<file path="src/rtl/cpu_pio_in.sv">
// Avalon-MM input PIO: synchronised input bus, sticky per-bit edge capture, masked level IRQ.
// Zero-latency combinational read mux; writes take effect at the clock edge, no wait states.
module cpu_pio_in #(
  parameter int WIDTH     = 11,
  parameter int EDGE_TYPE = 0
) (
  input  logic             clk,
  input  logic             reset_n,
  input  logic [1:0]       address,
  input  logic             chipselect,
  input  logic             write_n,
  input  logic [31:0]      writedata,
  input  logic [WIDTH-1:0] in_port,
  output logic [31:0]      readdata,
  output logic             irq
);

  logic [WIDTH-1:0] sync1_q, sync2_q, data_d1_q;
  logic [WIDTH-1:0] edge_capture_q, edge_capture_d;
  logic [WIDTH-1:0] irq_mask_q, irq_mask_d;
  logic [WIDTH-1:0] edge_term;
  logic [1:0]       arm_cnt_q, arm_cnt_d;
  logic             wr_en, armed;
  logic             unused_wdata;

  assign wr_en        = chipselect & ~write_n;
  assign armed        = (arm_cnt_q == 2'd3);
  assign unused_wdata = ^writedata;

  always_comb begin
    case (EDGE_TYPE)
      0:       edge_term = sync2_q & ~data_d1_q;
      1:       edge_term = ~sync2_q & data_d1_q;
      default: edge_term = sync2_q ^ data_d1_q;
    endcase
  end

  always_comb begin
    arm_cnt_d      = armed ? arm_cnt_q : arm_cnt_q + 2'd1;
    irq_mask_d     = irq_mask_q;
    edge_capture_d = edge_capture_q;
    if (wr_en && address == 2'd2)
      irq_mask_d = writedata[WIDTH-1:0];
    if (wr_en && address == 2'd3)
      edge_capture_d = edge_capture_q & ~writedata[WIDTH-1:0];
    // A new edge is OR-ed in after the clear so it wins over a same-cycle W1C.
    if (armed)
      edge_capture_d = edge_capture_d | edge_term;
  end

  always_ff @(posedge clk or negedge reset_n) begin
    if (!reset_n) begin
      sync1_q        <= '0;
      sync2_q        <= '0;
      data_d1_q      <= '0;
      edge_capture_q <= '0;
      irq_mask_q     <= '0;
      arm_cnt_q      <= 2'd0;
    end else begin
      sync1_q        <= in_port;
      sync2_q        <= sync1_q;
      data_d1_q      <= sync2_q;
      edge_capture_q <= edge_capture_d;
      irq_mask_q     <= irq_mask_d;
      arm_cnt_q      <= arm_cnt_d;
    end
  end

  always_comb begin
    readdata = '0;
    case (address)
      2'd0:    readdata[WIDTH-1:0] = sync2_q;
      2'd2:    readdata[WIDTH-1:0] = irq_mask_q;
      2'd3:    readdata[WIDTH-1:0] = edge_capture_q;
      default: readdata = '0;
    endcase
  end

  assign irq = |(edge_capture_q & irq_mask_q);

endmodule

</file>
<file path="config.mk">
export PLATFORM = sky130hd
export DESIGN_NAME = cpu_pio_in
export DESIGN_NICKNAME = d
export VERILOG_FILES = /design/src/rtl/cpu_pio_in.sv
export SDC_FILE = /design/constraint.sdc
export NUM_CORES = 1
export LEC_CHECK = 0
export ABC_AREA = 1
export CORE_ASPECT_RATIO = 1.4
export CORE_MARGIN = 1
export CORE_UTILIZATION = 48
export CTS_CLUSTER_DIAMETER = 150
export DETAILED_ROUTE_END_ITERATION = 6
export PLACE_DENSITY_LB_ADDON = 0.1
export REMOVE_ABC_BUFFERS = 1
export SETUP_SLACK_MARGIN = 0.1
export SLEW_MARGIN = 5
export SYNTH_ARGS = -nofsm -noshare
export SYNTH_HDL_FRONTEND = slang
export SYNTH_SLANG_ARGS = --single-unit
</file>
<file path="constraint.sdc">
create_clock -name clk -period 2 [get_ports clk]
set_input_delay 0.4 -clock clk [delete_from_list [all_inputs] [get_ports clk]]
set_output_delay 0.4 -clock clk [all_outputs]
set_load 0.01 [all_outputs]
</file>
==> flow_summary_export.csv <==
group,metric,value,unit
timing,slew_viol_final,0,
detailed_routing,first_pass_iters,4,
status,status,"finished clean",
synthesis,ys_seq_area_frac,0.612,
finish,final_area,2990,um2
setup_path,max_stage_delay,0.39,ns
setup_path,cpMaxStageDelayCell,"dfrtp_1",
setup_path,crit_required,1.60,ns
setup_path,path_class,"register to output port",
finish,num-fill-cells,428,
flow_run,drv_cap,0,
clock_tree,numCtsBuffers,9,
setup_path,cp-startpoint,"irq_mask_q[6]$_DFFE_PN0P_",
detailed_routing,drc_errors,0,
finish,multi_input_comb_area,753,um2
setup_path,cp_num_buf_inv,1,
synthesis,synth.avg_cell_area,9.67,um2
timing,layout_setup_ws,0.218,ns
placement,io_buffer_count,39,
finish,final_core_utilization,0.649,
grt,grt_use_total,0.195,
setup_path,critical_path.top_delay_family,"flip-flops",
floorplanning,core,4610,um2
clock_tree,cts_root_buf,"clkbuf_8",
synthesis,yosysWarningCount,0,
timing,fmax,561,MHz
timing,setup_tns,0,ns
timing,timing.final.crit_share,0.891,
detailed_routing,vias,1718,
clock_tree,htreeDepth,3,
pwr,p_leak,1.46,nW
setup_path,path_cells,"nand2_1 -> nand2_1 -> nor2_1 -> nand3_1 -> dlygate4sd2_1",
clock_tree,clockBufferDepth,2,
setup_path,critPathArrivalTime,1.38,ns
timing,hold_violations,0,
detailed_routing,wire_per_inst,12.2,um
synthesis,syn_inst,241,
timing,fin_crit,1.78,ns
finish,n_antenna_cell,0,
detailed_routing,drt.antenna.violating_nets,0,
finish,seq_area,1430,um2
floorplanning,dieArea,5140,um2
floorplanning,initial_core_util,0.506,
grt,grt_max_degree,24,
pwr,ir_drop,0.611,mV
setup_path,worstReg2RegStart,"arm_cnt_q[0]$_DFFE_PN0P_",
finish,num-nets-final,346,
placement,post-place-ws,-0.361,ns
floorplanning,num_rows,29,
detailed_routing,drtIter0Drc,65,
clock_tree,cts_tree,"yes",
timing,setup_viol,0,
finish,drive_gt1_frac,0.143,
detailed_routing,finalWirelength,4.43,mm
setup_path,path_max_fanout,3,
floorplanning,ios,82,
clock_tree,clk_pin_slew,0.06,ns
grt,grt_pass1_wl,7.12,mm
setup_path,end_kind,"output port",
placement,dpl-instance-area,2800,um2
clock_tree,worstSkewPairLatency,0.32,ns
pwr,power_density,847,nW/um2
grt,grt-ovfl-total,0,
clock_tree,cts_setup_buffers,0,
synthesis,ys_seq_elements,57,
floorplanning,die_x,60.9,um
timing,rsz0062_at_grt,"no",
setup_path,startpoint_type,"register",
min_path,hp-class,"primary input to asynchronous set/reset pin",
timing,finalClockSkew,0.00489,ns
finish,synthToLayoutAreaGrowth,28.2,%
floorplanning,die-height,84.5,um
placement,gp_congestion,0.791,
grt,first_global_vias,1557,
clock_tree,cts.sinks,57,
detailed_routing,vias_per_cell,4.75,
setup_path,crit_top_cell,"nand2_1",
synthesis,synth_cell_types,16,
synthesis,synthesis.area,2330,um2
grt,antenna_found_initial,0,
placement,dpl.hpwl,2.85,mm
-- cell usage in the layout, fill, tap and decap left out, drive strengths merged --
cell type      instances
conb                  21
clkdlybuf4s50         24
bufbuf                 1
nor2                   6
nand3b                11
xnor2                  1
clkinv                 4
mux2                   1
nand3                 34
buf                   16
dlygate4sd2            2
dfrtp                 57
ha                     1
nand2                 95
inv                    4
clkbuf                12
clkdlybuf4s15         10
-- worst reg2reg max path: stages (launching register included) --
cell      delay, ns
dfrtp_1        0.39
ha_1           0.22
buf_4          0.20
nand3b_1       0.10
nand2_1        0.06
-- worst paths after layout --
kind                                          endpoint  slack [ns]  cells after the start
max in group asynchronous         sync2_q[9]$_DFF_PN0_        1.38                      2
hold / removal                  data_d1_q[7]$_DFF_PN0_        0.04                      1
hold reg to reg                   sync2_q[5]$_DFF_PN0_        0.34                      0
setup / recovery                                   irq        0.22                      5
min in group clk                  sync2_q[5]$_DFF_PN0_        0.34                      0
setup reg to reg           edge_capture_q[6]$_DFF_PN0_        0.92                      4
-- final cells by class --
type	count	area share
Multi-Input combinational cell	170	0.252
Inverter	4	0.00502
Tap cell	62	0.0260
Clock buffer	11	0.0473
Timing Repair Buffer	54	0.186
Sequential cell	57	0.477
Clock inverter	4	0.00670
-- sequential cells by signal, summed over array words and instances, names as in the netlist --
name and flops:
arm_cnt_q 2, irq_mask_q 11, sync2_q 11, edge_capture_q 11, sync1_q 11, data_d1_q 11
-- repair_timing --
| item | 4_1_cts | 5_1_grt |
|---|---|---|
| hold buffers | 0 | 0 |
| gates resized for setup | 32 | 3 |
| gates cloned | 1 | 0 |
| pin swaps | 0 | 0 |
| setup endpoints to repair | 12 | 1 |
-- power breakdown --
| part | total [W] | internal, W | switching, W | leakage, nW |
|---|---|---|---|---|
| Clock | 0.000876 | 0.000467 | 0.000409 | 0.0887 |
| Combinational | 0.000357 | 0.000171 | 0.000185 | 0.724 |
| Sequential | 0.00130 | 0.00124 | 0.0000544 | 0.643 |
-- metrics by stage --
| step | power [W] | hold slack [ns] | cells |
|---|---|---|---|
| 2_1_floorplan | 0.00147 | 0.104 | 231 |
| 3_3_place_gp | 0.00167 | 0.332 | 346 |
| 3_5_place_dp | 0.00168 | 0.335 | 346 |
| 4_1_cts | 0.00256 | 0.0430 | 362 |
| 5_1_grt | 0.00267 | 0.0680 | 362 |
| 6_report | 0.00253 | 0.0373 | 362 |
-- logic make-up after synthesis --
| group | share of synthesized area |
|---|---|
| buffers and inverters | 0.0972 |
| multiplexers | 0.00483 |
| XOR/XNOR | 0.00376 |
| flip-flops | 0.612 |
| AND/OR/NAND/NOR | 0.275 |
| other | 0.00161 |
| adder cells (fa/ha/maj) | 0.00537 |
-- Yosys cell counts --
library cell  number  area, um2
nand2_1           95        357
dfrtp_1           57       1430
nand3_1           34        170
buf_4             22        165
nand3b_1          11       82.6
buf_2              7       35.0
nor2_1             4       15.0
inv_1              2       7.51
inv_2              2       7.51
buf_6              1       11.3
conb_1             1       3.75
ha_1               1       12.5
mux2_2             1       11.3
nor2_2             1       6.26
nor2_4             1       11.3
xnor2_1            1       8.76
-- per-layer routing --
layer / track usage / up-vias / routed length, um
met4: 0.103 / 0 / 120
met5: 0 / - / 0
met3: 0.0493 / 10 / 242
met1: 0.263 / 818 / 1970
li1: - / 831 / -
met2: 0.288 / 59 / 2100
(Power assumes the default switching activity.)
